## src/rtl/hex_pkg.sv

```systemverilog
// Shared constants and the ASCII hex decoder for the hex line parser.
package hex_pkg;

   localparam logic [1:0] KIND_DATA = 2'd0;
   localparam logic [1:0] KIND_EOL  = 2'd1;
   localparam logic [1:0] KIND_ERR  = 2'd2;

   localparam logic [7:0] ERR_BAD = 8'd1;
   localparam logic [7:0] ERR_ODD = 8'd2;
   localparam logic [7:0] ERR_OVF = 8'd3;

   localparam logic [7:0] ASCII_CR = 8'h0D;
   localparam logic [7:0] ASCII_LF = 8'h0A;
   localparam logic [7:0] ASCII_SP = 8'h20;

   // Returns {is_hex, nibble}; nibble is zero for non-hex characters.
   function automatic logic [4:0] ascii_to_nibble(input logic [7:0] c);
      logic [4:0] r;
      r = 5'd0;
      if (c >= 8'h30 && c <= 8'h39) begin
         r = {1'b1, 4'(c - 8'h30)};
      end else if (c >= 8'h41 && c <= 8'h46) begin
         r = {1'b1, 4'(c - 8'h37)};
      end else if (c >= 8'h61 && c <= 8'h66) begin
         r = {1'b1, 4'(c - 8'h57)};
      end
      return r;
   endfunction

endpackage

```

## src/rtl/token_fifo.sv

```systemverilog
// Synchronous token FIFO; a push is accepted when not full or when popping the same cycle.
// Head is forced to zero while empty so outputs read zero after reset.
module token_fifo #(
   parameter int DEPTH = 4,
   parameter int W     = 10
) (
   input  logic         CLK,
   input  logic         RST,
   input  logic         push,
   input  logic [W-1:0] din,
   input  logic         pop,
   output logic         full,
   output logic         empty,
   output logic [W-1:0] head
);

   localparam int AW = (DEPTH > 1) ? $clog2(DEPTH) : 1;

   logic [W-1:0]  mem_q [DEPTH];
   logic [AW-1:0] rd_q, wr_q;
   logic [AW:0]   cnt_q;
   logic          do_pop, do_push;

   assign empty   = (cnt_q == '0);
   assign full    = (cnt_q == (AW+1)'(DEPTH));
   assign do_pop  = pop && !empty;
   assign do_push = push && (!full || do_pop);
   assign head    = empty ? '0 : mem_q[rd_q];

   always_ff @(posedge CLK) begin
      if (RST) begin
         rd_q  <= '0;
         wr_q  <= '0;
         cnt_q <= '0;
      end else begin
         if (do_push) begin
            mem_q[wr_q] <= din;
            wr_q        <= wr_q + 1'b1;
         end
         if (do_pop) begin
            rd_q <= rd_q + 1'b1;
         end
         cnt_q <= cnt_q + (AW+1)'(do_push) - (AW+1)'(do_pop);
      end
   end

endmodule

```

## src/rtl/hex_line_parser.sv

```systemverilog
// Parses CR/LF-terminated ASCII hex lines into DATA/EOL/ERR tokens, one registered stage
// into a small FIFO; a full FIFO turns the line into an overflow error.
module hex_line_parser
   import hex_pkg::*;
#(
   parameter int DEPTH    = 4,
   parameter int MAX_LINE = 32
) (
   input  logic       CLK,
   input  logic       RST,
   input  logic       rx_valid,
   input  logic [7:0] rx_data,
   output logic       out_valid,
   input  logic       out_ready,
   output logic [1:0] out_kind,
   output logic [7:0] out_data,
   output logic       busy
);

   localparam logic [1:0] S_IDLE    = 2'd0;
   localparam logic [1:0] S_LO      = 2'd1;
   localparam logic [1:0] S_DISCARD = 2'd2;

   logic [1:0] state_q, state_d;
   logic [7:0] count_q, count_d;
   logic [3:0] nib_q, nib_d;
   logic       err_pend_q, err_pend_d;
   logic [7:0] err_code_q, err_code_d;
   logic       line_done_q, line_done_d;

   logic [4:0] dec;
   logic       is_hex, is_eol, is_sp;
   logic       fifo_full, fifo_empty, fifo_pop, fifo_push, can_push;
   logic [9:0] fifo_din, fifo_head;
   logic       raise;
   logic [7:0] raise_code;

   assign dec    = ascii_to_nibble(rx_data);
   assign is_hex = dec[4];
   assign is_eol = (rx_data == ASCII_CR) || (rx_data == ASCII_LF);
   assign is_sp  = (rx_data == ASCII_SP);

   assign fifo_pop = out_ready && !fifo_empty;
   assign can_push = !fifo_full || fifo_pop;

   always_comb begin
      state_d     = state_q;
      count_d     = count_q;
      nib_d       = nib_q;
      err_pend_d  = err_pend_q;
      err_code_d  = err_code_q;
      line_done_d = line_done_q;
      fifo_push   = 1'b0;
      fifo_din    = '0;
      raise       = 1'b0;
      raise_code  = '0;
      case (state_q)
         S_IDLE: if (rx_valid) begin
            if (is_hex) begin
               nib_d   = dec[3:0];
               state_d = S_LO;
            end else if (is_eol) begin
               if (count_q != 8'd0) begin
                  if (can_push) begin
                     fifo_push = 1'b1;
                     fifo_din  = {KIND_EOL, count_q};
                     count_d   = 8'd0;
                  end else begin
                     raise      = 1'b1;
                     raise_code = ERR_OVF;
                  end
               end
            end else if (!is_sp) begin
               raise      = 1'b1;
               raise_code = ERR_BAD;
            end
         end
         S_LO: if (rx_valid) begin
            if (is_hex) begin
               if (count_q == 8'(MAX_LINE) || !can_push) begin
                  raise      = 1'b1;
                  raise_code = ERR_OVF;
               end else begin
                  fifo_push = 1'b1;
                  fifo_din  = {KIND_DATA, nib_q, dec[3:0]};
                  count_d   = count_q + 8'd1;
                  state_d   = S_IDLE;
               end
            end else begin
               raise      = 1'b1;
               raise_code = (is_sp || is_eol) ? ERR_ODD : ERR_BAD;
            end
         end
         S_DISCARD: begin
            if (err_pend_q && can_push) begin
               fifo_push  = 1'b1;
               fifo_din   = {KIND_ERR, err_code_q};
               err_pend_d = 1'b0;
            end
            if (rx_valid && is_eol) begin
               count_d     = 8'd0;
               line_done_d = 1'b1;
            end
            // Leave only once the line has ended and the ERR token is in the FIFO.
            if ((line_done_q || (rx_valid && is_eol)) && (!err_pend_q || can_push)) begin
               state_d     = S_IDLE;
               line_done_d = 1'b0;
            end
         end
         default: state_d = S_IDLE;
      endcase
      // An error caused by the terminator itself already closes the line.
      if (raise) begin
         state_d     = S_DISCARD;
         err_pend_d  = 1'b1;
         err_code_d  = raise_code;
         line_done_d = is_eol;
         if (is_eol) count_d = 8'd0;
      end
   end

   always_ff @(posedge CLK) begin
      if (RST) begin
         state_q     <= S_IDLE;
         count_q     <= 8'd0;
         nib_q       <= 4'd0;
         err_pend_q  <= 1'b0;
         err_code_q  <= 8'd0;
         line_done_q <= 1'b0;
      end else begin
         state_q     <= state_d;
         count_q     <= count_d;
         nib_q       <= nib_d;
         err_pend_q  <= err_pend_d;
         err_code_q  <= err_code_d;
         line_done_q <= line_done_d;
      end
   end

   token_fifo #(.DEPTH(DEPTH), .W(10)) u_fifo (
      .CLK   (CLK),
      .RST   (RST),
      .push  (fifo_push),
      .din   (fifo_din),
      .pop   (fifo_pop),
      .full  (fifo_full),
      .empty (fifo_empty),
      .head  (fifo_head)
   );

   assign out_valid = !fifo_empty;
   assign out_kind  = fifo_head[9:8];
   assign out_data  = fifo_head[7:0];
   assign busy      = (state_q != S_IDLE) || !fifo_empty;

endmodule

```

## config.mk

```make
export PLATFORM = sky130hd
export DESIGN_NAME = hex_line_parser
export DESIGN_NICKNAME = d
export VERILOG_FILES = /design/src/rtl/hex_pkg.sv /design/src/rtl/token_fifo.sv /design/src/rtl/hex_line_parser.sv
export SDC_FILE = /design/constraint.sdc
export NUM_CORES = 1
export LEC_CHECK = 0
export ABC_AREA = 1
export BUFFER_PORTS_ARGS = -buffer_cell sky130_fd_sc_hd__buf_2
export CAP_MARGIN = 20
export CORE_MARGIN = 4
export CORE_UTILIZATION = 55
export CTS_CLUSTER_SIZE = 20
export DETAILED_ROUTE_END_ITERATION = 10
export PLACE_DENSITY = 0.82
export SYNTH_ARGS = -nofsm -noshare
export SYNTH_HDL_FRONTEND = slang
export SYNTH_SLANG_ARGS = --single-unit
```

## constraint.sdc

```tcl
create_clock -name CLK -period 2.7 [get_ports CLK]
set_input_delay 0.27 -clock CLK [delete_from_list [all_inputs] [get_ports CLK]]
set_output_delay 0.27 -clock CLK [all_outputs]
set_load 0.05 [all_outputs]
```

* Word level (Yosys, flattened, before mapping)
Memories as Yosys holds them, arrays and structs flattened. A register that Yosys moved wholly into a read port is not among the register bits.
Cells that the tools add are included.
** Storage, ports and cells
- Memories kept :: 1
- Input bits :: 12
- Bits in writable memories :: 40
- Word-level logic and storage cells :: 155
- Flip-flop bits (word level) :: 31
** Cells by class
- Reduce and logical (&&, ||, !) cells :: 34
- Equal/unequal tests :: 19
- Multiplexer cells :: 77
- $add $sub $neg :: 8
- $lt $le $gt $ge :: 6
** Memory list
- u_fifo.mem_q :: words 4, width 10, rd ports 1, clocked after Yosys merged registers in 1, wr ports 1, RTL line token_fifo.sv:19 : logic [W-1:0] mem_q [DEPTH];
** Operators with widths (count)
- 8-bit two-way mux :: 19
- 9-bit two-way mux :: 5
- 10-bit one-hot mux with 3 select lines :: 1
- 1-bit two-way mux :: 29
- 2-bit two-way mux :: 13
- 8-bit one-hot mux with 3 select lines :: 1
- 10-bit two-way mux :: 2
- 3-bit != test (second input constant) :: 6
- 8-bit by 4-bit equality test with 1-bit output (second input constant) :: 2
- 8-bit by 6-bit equality test with 1-bit output (second input constant) :: 2
- 8-bit by 7-bit >= comparator with 1-bit output (second input constant) :: 2
- 8-bit by 7-bit <= comparator with 1-bit output (second input constant) :: 2
- 8-bit one-hot mux with 2 select lines :: 1
- 5-bit two-way mux :: 3
- 2-bit != test (second input constant) :: 6
- 6-bit AND reduction :: 2
- 1-bit logical AND :: 9
- 8-bit by 1-bit adder with 8-bit output (second input constant) :: 1
- 8-bit by 6-bit >= comparator with 1-bit output (second input constant) :: 1
- 8-bit by 6-bit <= comparator with 1-bit output (second input constant) :: 1
- 1-bit logical OR :: 8
- 8-bit nonzero test :: 1
- 4-bit by 3-bit subtractor with 4-bit output (second input constant) :: 2
- 2-bit one-hot mux with 3 select lines :: 1
- 17 further kinds :: 24

* Longest topological paths before layout
Gate-level depths: netlist of run 1.
- Depth in word-level cells :: 14
- Depth in mapped cells :: 15

* Cells and area by module
From an unflattened synthesis of run 1, not the netlist that was laid out.
** Second synthesis, totals
- Cell total of the unflattened synthesis :: 458
- Area, all modules :: 3722.3 um2
** Modules (own cells, without submodules)
- token_fifo :: cells an instance 192, instances 1, area each 2102.0 um2, seq. area each 1381.3 um2
- hex_line_parser :: cells an instance 266, instances 1, area each 1620.3 um2, seq. area each 360.3 um2

* Worst setup path after synthesis of run 1
No wires, ideal clock.
- Path kind :: input to register
- Start :: in rx_data[1]
- End :: mem u_fifo.mem_q[0][0], enable pin
- Library setup time :: 376 ps
- Required time :: 2324 ps
- Arrival :: 1803 ps
- Stages on the path :: 10
- Setup slack :: 521 ps
- Path through :: inv_1 -> ha_1 -> nand3_1 -> a21oi_4 -> nand2_1 -> nand2_1 -> nand3_1 -> nand2_2 -> nand2_1 -> nor2_1
** On the way
- Longest elaborated chain between the ends :: 12
- Elaborated cells between the ends (all ways) :: 25
** RTL lines
- from (decl) :: RTL line hex_line_parser.sv:12 : input logic [7:0] rx_data,
- 8-bit by 7-bit >= comparator with 1-bit output or 8-bit by 7-bit <= comparator with 1-bit output (tied branches) :: RTL line hex_pkg.sv:24 : end else if (c >= 8'h61 && c <= 8'h66) begin
- 1-bit logical AND :: RTL line hex_pkg.sv:24
- 5-bit two-way mux :: RTL line hex_pkg.sv:24
- 5-bit two-way mux :: RTL line hex_pkg.sv:22 : end else if (c >= 8'h41 && c <= 8'h46) begin
- 5-bit two-way mux :: RTL line hex_pkg.sv:20 : if (c >= 8'h30 && c <= 8'h39) begin
- 1-bit two-way mux, on equally long branches :: RTL line hex_line_parser.sv:79, hex_line_parser.sv:59
- 1-bit two-way mux, on equally long branches :: RTL line hex_line_parser.sv:78, hex_line_parser.sv:58
- 1-bit one-hot mux with 3 select lines * :: RTL line hex_line_parser.sv:57 : case (state_q)
- 1-bit logical AND * :: RTL line token_fifo.sv:27 : assign do_push = push && (!full || do_pop);
- 1-bit two-way mux * :: RTL line token_fifo.sv:36 : if (do_push) begin
- 1-bit two-way mux * :: RTL line token_fifo.sv:31 : if (RST) begin
- 1-bit two-way mux (implied by the code) * :: RTL line token_fifo.sv:37 : mem_q[wr_q] <= din;
- to (decl) :: RTL line token_fifo.sv:19
Every way passes the cells marked *; elsewhere a longest branch is shown, timed or not.

==> results of run 1 <==
-- path summary, 6_finish.rpt --
path,startpoint,endpoint,slack (ns)
max,flop,out_data[5],0.31
min,RST,err_pend_q,0.22
max reg2reg,count_q[0],u_fifo.cnt_q[2],0.38
min reg2reg,err_pend_q,err_pend_q,0.47
-- where the power goes --
group	switching (mW)	internal, mW	total (mW)
clock network	0.375	0.353	0.728
logic	0.749	0.244	0.993
registers	0.0500	1.12	1.17
-- layout by cell type (no fill, tap or decap), types with 2 or more instances in the layout --
master       n
clkbuf_8    10
o21ai_1      4
inv_1       57
nor2_2       6
nand4_1      4
clkinv_2     3
edfxtp_1    40
buf_2       23
buf_4        7
dfxtp_1     27
nand4_2      2
o22ai_1      7
nand2_1     63
nand3_1     20
a21oi_1     33
o21a_1       2
ha_1        13
nand2_2      3
a22oi_1      2
xor2_1       3
clkinvlp_4   2
nand2_4      2
inv_2        6
nand3_2      2
o221ai_1     2
nor2_1      71
o21ai_0     32
-- per-layer routing --
layer  vias up  global-route usage, %
li1       1447                      -
met1      1338                   23.9
met2       101                   37.9
met3        19                   4.33
met4         0                   9.48
met5         -                      0
-- through the flow --
stage / cells / instance area [sq um] / utilization, % / setup slack, ns / hold slack [ns]
after floorplan: 419 / 3510 / - / 0.521 / 0.430
after global placement: 516 / 3740 / 61.7 / 0.361 / 0.441
after detailed placement: 516 / 3740 / 61.7 / 0.256 / 0.455
after CTS: 532 / 3910 / 64.5 / 0.249 / 0.210
after global routing: 532 / 3910 / 64.5 / 0.148 / 0.224
final: 532 / 3910 / 64.5 / 0.315 / 0.217
-- registers in the layout, indices dropped and copies added, names as in the netlist, named ones only --
| name | flops |
|---|---|
| u_fifo.mem_q | 40 |
| u_fifo.wr_q | 2 |
| u_fifo.cnt_q | 3 |
| u_fifo.rd_q | 2 |
| count_q | 8 |
| nib_q | 4 |
| state_q | 2 |
| line_done_q | 1 |
| err_pend_q | 1 |
| err_code_q | 2 |
-- cell type report --
type                    instances  area (sq um)
clock inverters                 5          30.0
flip-flops and latches         67          1740
well taps                      75          93.8
inverters                      64           240
clock buffers                  11           141
fillers                       516          2150
multi-input cells             280          1500
repair buffers                 30           168
-- logic make-up after synthesis --
group                    Yosys count  synth area share [%]
AO/OA/AOI/OAI                     87                  14.2
XOR/XNOR                           3                 0.749
adder cells (fa/ha/maj)           14                  5.21
buffers and inverters             72                  7.71
flip-flops                        67                  49.7
AND/OR/NAND/NOR                  176                  22.5
-- worst max-delay path, cell delays in order, from the launching register on --
cell      delay, ns
dfxtp_1        0.60
clkinv_1       0.43
nor2_1         0.19
o21ai_0        0.11
a21oi_1        0.16
buf_2          0.28
==> impl_metrics.env, run 1 <==
export IMPL_start_kind="flop"
export IMPL_critPathKind="flop to output port"
export IMPL_start_util_pct=57.9
export IMPL_clockBufferDepth=2
export IMPL_grt_max_degree=21
export IMPL_critical_path_max_fanout=11
export IMPL_antenna_cells=0
export IMPL_p_total_mw=2.89
export IMPL_worst_r2r_cell_count=14
export IMPL_antenna_left=0
export IMPL_holdPathStages=2
export IMPL_yosys_warnings=0
export IMPL_grt_pass1_wl_um=12400
export IMPL_cts_buffers=9
export IMPL_p_leak_nw=1.66
export IMPL_wl_met3_um=474
export IMPL_synth_main_ff_cell="edfxtp_1"
export IMPL_drive_gt1_share_pct=15.8
export IMPL_clock_sinks=67
export IMPL_post_drt_wl_per_cell_um=14.2
export IMPL_synth_async_reset_ratio_pct=0
export IMPL_synth_area_leader_cell="edfxtp_1"
export IMPL_htree_levels=3
export IMPL_synth_common_cells="nor2_1 (71), nand2_1 (63), inv_1 (57), edfxtp_1 (40), a21oi_1 (33)"
export IMPL_antenna_found_initial=0
export IMPL_drtPass1Iterations=5
export IMPL_crit_required_ns=2.43
export IMPL_cts_root_buf="clkbuf_8"
export IMPL_finalHoldViolCount=0
export IMPL_grt_ovfl_total=0
export IMPL_drc=0
export IMPL_ys_seq_area_share_pct=49.7
export IMPL_rows=28
export IMPL_place_gp_congestion=0.884
export IMPL_period_needed_ns=2.39
export IMPL_cts_tree="yes"
export IMPL_fmax_ghz=0.419
export IMPL_netlist_cell_type_count=33
export IMPL_grt_pass1_vias=2744
export IMPL_vdd_drop_max_uv=585
export IMPL_track_usage_pct=21.1
export IMPL_drt_iter0_markers=180
export IMPL_fin_crit_sh_pct=88.3
export IMPL_yosysMostFrequentCell="nor2_1"
export IMPL_synth_cells=419
export IMPL_die_y_um=87.9
export IMPL_viasPerCell=5.46
export IMPL_synth_edff_count=40
export IMPL_power_density_nw_per_um2=739
export IMPL_clk_latency_ns=0.34
export IMPL_maxUsedRoutingLayer="met4"
export IMPL_outcome="finished, final reports clean"
export IMPL_slew_headroom_pct=62.5
export IMPL_fin_skew_ns=0.00779
export IMPL_synth_seq_cells=67
export IMPL_drv_cap=0
export IMPL_hold_class="input port to flop"
export IMPL_place_hpwl_um=5350
export IMPL_synthTopCellsByArea="edfxtp_1 (34%), dfxtp_1 (15%), nor2_1 (7.6%)"
export IMPL_post_cts_repair_setup_buffers=0
export IMPL_synth_avg_cell_area_sq_um=8.37
export IMPL_syn_num_nets=445
export IMPL_area_growth_pct=11.5
export IMPL_die_w_um=87.9
export IMPL_arrival_ns=2.12
export IMPL_synth_top_cell_area_share_pct=34.2
export IMPL_num_io_pins=24
export IMPL_cts_clk_slew_worst_paths_ns=0.07
export IMPL_totalWireLength_um=7560
export IMPL_rsz0062_at_grt="no"
export IMPL_via_count=2905
export IMPL_wl_met1_um=3050
export IMPL_tns_ns=0
export IMPL_cts_hold_buf=0
export IMPL_syn_area_sq_um=3510
export IMPL_final_max_slew_viol_count=0
export IMPL_end_kind="output port"
export IMPL_dr_wl_met2_um=3860
export IMPL_portBuffers=23
export IMPL_final_nets=478
export IMPL_setup_violations=0
export IMPL_worstMarginPinSlew_ns=0.559
export IMPL_dieArea_sq_um=7720
export IMPL_cts_resized=0
export IMPL_fp_coreArea_sq_um=6060
Power figures use the tool's default switching activity.
==> run 2, diff against run 1 <==
BUFFER_PORTS_ARGS = -buffer_cell sky130_fd_sc_hd__buf_4   (was -buffer_cell sky130_fd_sc_hd__buf_2)
==> impl_metrics.env, run 2 (same netlist as run 1, synthesis figures left out) <==
export IMPL_drc=0
export IMPL_start_kind="flop"
export IMPL_grt_ovfl_total=0
export IMPL_fillers=489
export IMPL_cts_resized=0
export IMPL_outcome="finished, final reports clean"
export IMPL_finalHoldViolCount=0
export IMPL_arrival_ns=2.07
export IMPL_clock_sinks=67
export IMPL_cts_tree="yes"
export IMPL_rows=28
export IMPL_final_common_cell="nor2_1"
export IMPL_fin_crit_sh_pct=86.6
export IMPL_layout_common_cells="nor2_1 (71), nand2_1 (63), inv_1 (57)"
export IMPL_fin_skew_ns=0.00986
export IMPL_antenna_left=0
export IMPL_critPathKind="flop to output port"
export IMPL_start_util_pct=57.9
export IMPL_drv_cap=0
export IMPL_rrSetupSlack_ns=0.42
export IMPL_seqCellArea_sq_um=1740
export IMPL_crit_required_ns=2.43
export IMPL_final_nets=478
export IMPL_end_kind="output port"
export IMPL_place_gp_congestion=0.875
export IMPL_vdd_drop_max_uv=652
export IMPL_period_needed_ns=2.34
export IMPL_die_w_um=87.9
export IMPL_post_drt_wl_per_cell_um=13.6
export IMPL_cts_hold_buf=0
export IMPL_num_io_pins=24
export IMPL_reg_largest_list="u_fifo.mem_q x40, count_q x8, nib_q x4"
export IMPL_drive_gt1_share_pct=15.3
export IMPL_hold_class="input port to flop"
export IMPL_cts_root_buf="clkbuf_8"
export IMPL_rsz0062_at_grt="no"
export IMPL_multi_input_comb_area_sq_um=1500
export IMPL_track_usage_pct=20.4
export IMPL_via_count=2837
export IMPL_p_leak_nw=1.68
export IMPL_r2r_end="u_fifo.cnt_q[2]"
export IMPL_power_density_nw_per_um2=757
export IMPL_die_y_um=87.9
export IMPL_final_max_slew_viol_count=0
export IMPL_fp_coreArea_sq_um=6060
export IMPL_critical_path_max_fanout=11
export IMPL_place_ws_ns=0.269
export IMPL_fmax_ghz=0.428
export IMPL_drtPass1Iterations=6
export IMPL_largest_reg_flops=40
export IMPL_r2r_start="count_q[0]"
export IMPL_post_cts_repair_setup_buffers=0
export IMPL_cts_buffers=9
export IMPL_clockBufferDepth=2
export IMPL_htree_levels=3
export IMPL_antenna_cells=0
export IMPL_totalWireLength_um=7260
export IMPL_fin_hold_ws_ns=0.168
export IMPL_worstMarginPinSlew_ns=0.502
export IMPL_grt_max_degree=21
export IMPL_clk_latency_ns=0.34
export IMPL_area_growth_pct=13.6
export IMPL_grt_pass1_wl_um=11900
export IMPL_worst_r2r_cell_count=14
export IMPL_fin_ws_ns=0.361
export IMPL_tns_ns=0
export IMPL_setup_worst_path_end="out_data[2]"
export IMPL_grt_pass1_vias=2638
export IMPL_drt_iter0_markers=191
export IMPL_place_hpwl_um=5300
export IMPL_setup_violations=0
export IMPL_portBuffers=23
export IMPL_viasPerCell=5.33
export IMPL_antenna_found_initial=0
export IMPL_top_register="u_fifo.mem_q"
export IMPL_slew_headroom_pct=66.5
export IMPL_cts_clk_slew_worst_paths_ns=0.07
export IMPL_dieArea_sq_um=7720
run 2: cell types whose count changed in the layout (fill, tap and decap cells not counted), sizes merged:
cell	delta
bufinv	+1
clkbuf	+1
clkinvlp	-1
clkinv	-1
run 2: through the flow:
stage          power (mW)  instances  util, %  instance area, sq um
2_1_floorplan        1.94        419        -                  3510
3_3_place_gp         2.24        516     62.6                  3800
3_5_place_dp         2.26        516     62.6                  3800
4_1_cts              3.04        532     65.7                  3980
5_1_grt              3.18        532     65.7                  3980
6_report             3.01        532     65.7                  3980
run 2: worst min path at each step:
stage                         from         endpoint  slack [ns]  depth (start not counted)
after floorplan           nib_q[0]         nib_q[0]        0.43                          2
after global placement    nib_q[3]         nib_q[3]        0.44                          2
after detailed placement  nib_q[1]         nib_q[1]        0.45                          2
after CTS                      RST  u_fifo.cnt_q[0]        0.16                          2
after global routing           RST  u_fifo.cnt_q[0]        0.17                          2
final                          RST  u_fifo.cnt_q[0]        0.17                          2
run 2: final cells by class:
| class | count | area share [%] |
|---|---|---|
| sequential | 67 | 43.7 |
| multi-input combinational | 280 | 37.5 |
| inverter | 64 | 6.03 |
| timing repair buffer | 30 | 5.66 |
| clock buffer | 12 | 3.39 |
| tap | 75 | 2.36 |
| clock inverter | 4 | 1.29 |
run 2: layer usage:
layer / routed length [um] / track usage [%] / part of all wire, % / up-vias
met5: 0 / 0 / 0 / -
met4: 143 / 9.07 / 2.0 / 0
met3: 441 / 4.99 / 6.1 / 20
met2: 3740 / 36.0 / 51 / 97
met1: 2940 / 23.4 / 40 / 1273
li1: - / - / - / 1447
run 2: power breakdown:
| part | leakage [nW] | internal (mW) | total, mW | switching (mW) |
|---|---|---|---|---|
| combinational | 0.985 | 0.308 | 1.07 | 0.758 |
| clock | 0.0906 | 0.427 | 0.781 | 0.354 |
| sequential | 0.605 | 1.12 | 1.17 | 0.0490 |
run 2: critical path, stage by stage, from the launching register on:
cell,delay [ns]
dfxtp_1,0.60
clkinv_1,0.43
nor2_1,0.19
o21ai_0,0.10
a21oi_1,0.19
buf_4,0.23
==> run 3, diff against run 2 <==
CELL_PAD_IN_SITES_DETAIL_PLACEMENT = 1   (was not set)
CELL_PAD_IN_SITES_GLOBAL_PLACEMENT = 1   (was not set)
CORE_UTILIZATION = 46   (was 55)
PLACE_DENSITY = 0.88   (was 0.82)
==> impl_metrics.env, run 3 (same netlist as run 1, synthesis figures left out) <==
export IMPL_outcome="finished, final reports clean"
export IMPL_start_util_pct=47.8
export IMPL_place_gp_congestion=0.907
export IMPL_grt_pass1_vias=3315
export IMPL_period_needed_ns=2.44
export IMPL_rsz0062_at_grt="no"
export IMPL_power_density_nw_per_um2=788
export IMPL_slew_headroom_pct=64.2
export IMPL_vdd_drop_max_uv=349
export IMPL_switching_share_pct=39.0
export IMPL_dieArea_sq_um=9080
export IMPL_p_leak_nw=1.69
export IMPL_fmax_ghz=0.409
export IMPL_num_io_pins=24
export IMPL_final_nets=479
export IMPL_post_drt_wl_per_cell_um=16.8
export IMPL_design_area_sq_um=4050
export IMPL_rows=31
export IMPL_dpl_instance_area_sq_um=3830
export IMPL_layout_common_cells="nor2_1 (71), nand2_1 (63), inv_1 (57)"
export IMPL_worstMarginPinSlew_ns=0.537
export IMPL_clock_sinks=67
export IMPL_hold_class="input port to flop"
export IMPL_tns_ns=0
export IMPL_track_usage_pct=22.5
export IMPL_cts_clk_slew_worst_paths_ns=0.08
export IMPL_end_kind="output port"
export IMPL_crit_required_ns=2.43
export IMPL_drive_gt1_share_pct=15.9
export IMPL_antenna_cells=0
export IMPL_place_ws_ns=0.223
export IMPL_drv_cap=0
export IMPL_p_sw_mw=1.24
export IMPL_grt_ovfl_total=0
export IMPL_largest_reg_flops=40
export IMPL_cts_hold_buf=0
export IMPL_clockPowerShare_pct=28.7
export IMPL_place_hpwl_um=6820
export IMPL_via_count=3023
export IMPL_cts_tree="yes"
export IMPL_fp_coreArea_sq_um=7330
export IMPL_antenna_left=0
export IMPL_grt_max_degree=22
export IMPL_totalWireLength_um=9340
export IMPL_die_w_um=95.3
export IMPL_htree_levels=3
export IMPL_final_max_slew_viol_count=0
export IMPL_arrival_ns=2.17
export IMPL_critPathKind="flop to output port"
export IMPL_portBuffers=23
export IMPL_antenna_found_initial=0
export IMPL_final_common_cell="nor2_1"
export IMPL_drc=0
export IMPL_post_cts_repair_setup_buffers=0
export IMPL_top_register="u_fifo.mem_q"
export IMPL_viasPerCell=5.43
export IMPL_finalHoldViolCount=0
export IMPL_internal_power_mw=1.95
export IMPL_post_route_util_pct=55.3
export IMPL_clockBufferDepth=2
export IMPL_area_growth_pct=15.6
export IMPL_clk_latency_ns=0.34
export IMPL_grt_pass1_wl_um=15500
export IMPL_critical_path_max_fanout=11
export IMPL_cts_buffers=9
export IMPL_setup_violations=0
export IMPL_fin_ws_ns=0.255
export IMPL_seqPwrFrac_pct=36.2
export IMPL_drt_iter0_markers=112
export IMPL_start_kind="flop"
export IMPL_fin_crit_sh_pct=90.5
export IMPL_drtPass1Iterations=5
export IMPL_fin_skew_ns=0.00708
export IMPL_die_y_um=95.3
export IMPL_cts_resized=0
export IMPL_pwr_share_comb_pct=35.1
export IMPL_cts_root_buf="clkbuf_8"
export IMPL_reg_largest_list="u_fifo.mem_q x40, count_q x8, nib_q x4"
==> run 3: cell count changes in the layout (fill, tap and decap cells not counted) <==
cell	change
bufinv_16	+1
clkinv_2	-1
buf_4	+1
clkbuf_1	-2
clkinvlp_4	+2
==> run 3: worst paths after layout <==
path	startpoint	to	slack, ns	cells after the start
setup / recovery	flop	out_data[2]	0.26	5
hold / removal	RST	u_fifo.cnt_q[1]	0.17	2
setup reg to reg	count_q[1]	u_fifo.mem_q[0][1]	0.37	12
hold reg to reg	nib_q[2]	nib_q[2]	0.47	2
==> run 3: power by group through the flow <==
stage	sequential [mW]	combinational, mW	clock, mW
after floorplan	1.16	0.778	0
after global placement	1.17	1.07	0
after detailed placement	1.18	1.13	0
after CTS	1.16	1.14	0.927
after global routing	1.16	1.22	0.965
final	1.16	1.12	0.916
==> run 3: critical path, cell delays in order, from the launching register on <==
cell	delay [ns]
dfxtp_1	0.61
clkinv_1	0.45
nor2_1	0.22
o21ai_0	0.12
a21oi_1	0.19
buf_4	0.23
==> run 3: cell type report <==
type | count | area (sq um)
clock buffer | 10 | 128
clock inverter | 6 | 91.3
fill | 872 | 3280
inverter | 64 | 240
multi-input combinational | 280 | 1500
sequential | 67 | 1740
tap | 99 | 124
timing repair buffer | 31 | 233
==> run 3: stage by stage <==
stage               hold WS [ns]  std cells  power [mW]
CTS                        0.169        557        3.22
floorplan                  0.430        419        1.94
finish                     0.169        557        3.19
global placement           0.443        541        2.25
detailed placement         0.454        541        2.30
global route               0.158        557        3.34
==> run 3: layer usage <==
metal | share of wire (%) | vias up | GRT usage [%] | wire length, um
li1 | - | 1453 | - | -
met1 | 40 | 1494 | 23.7 | 3750
met2 | 54 | 57 | 43.4 | 5050
met3 | 3.6 | 19 | 4.42 | 333
met4 | 2.2 | 0 | 8.41 | 210
met5 | 0 | - | 0 | 0
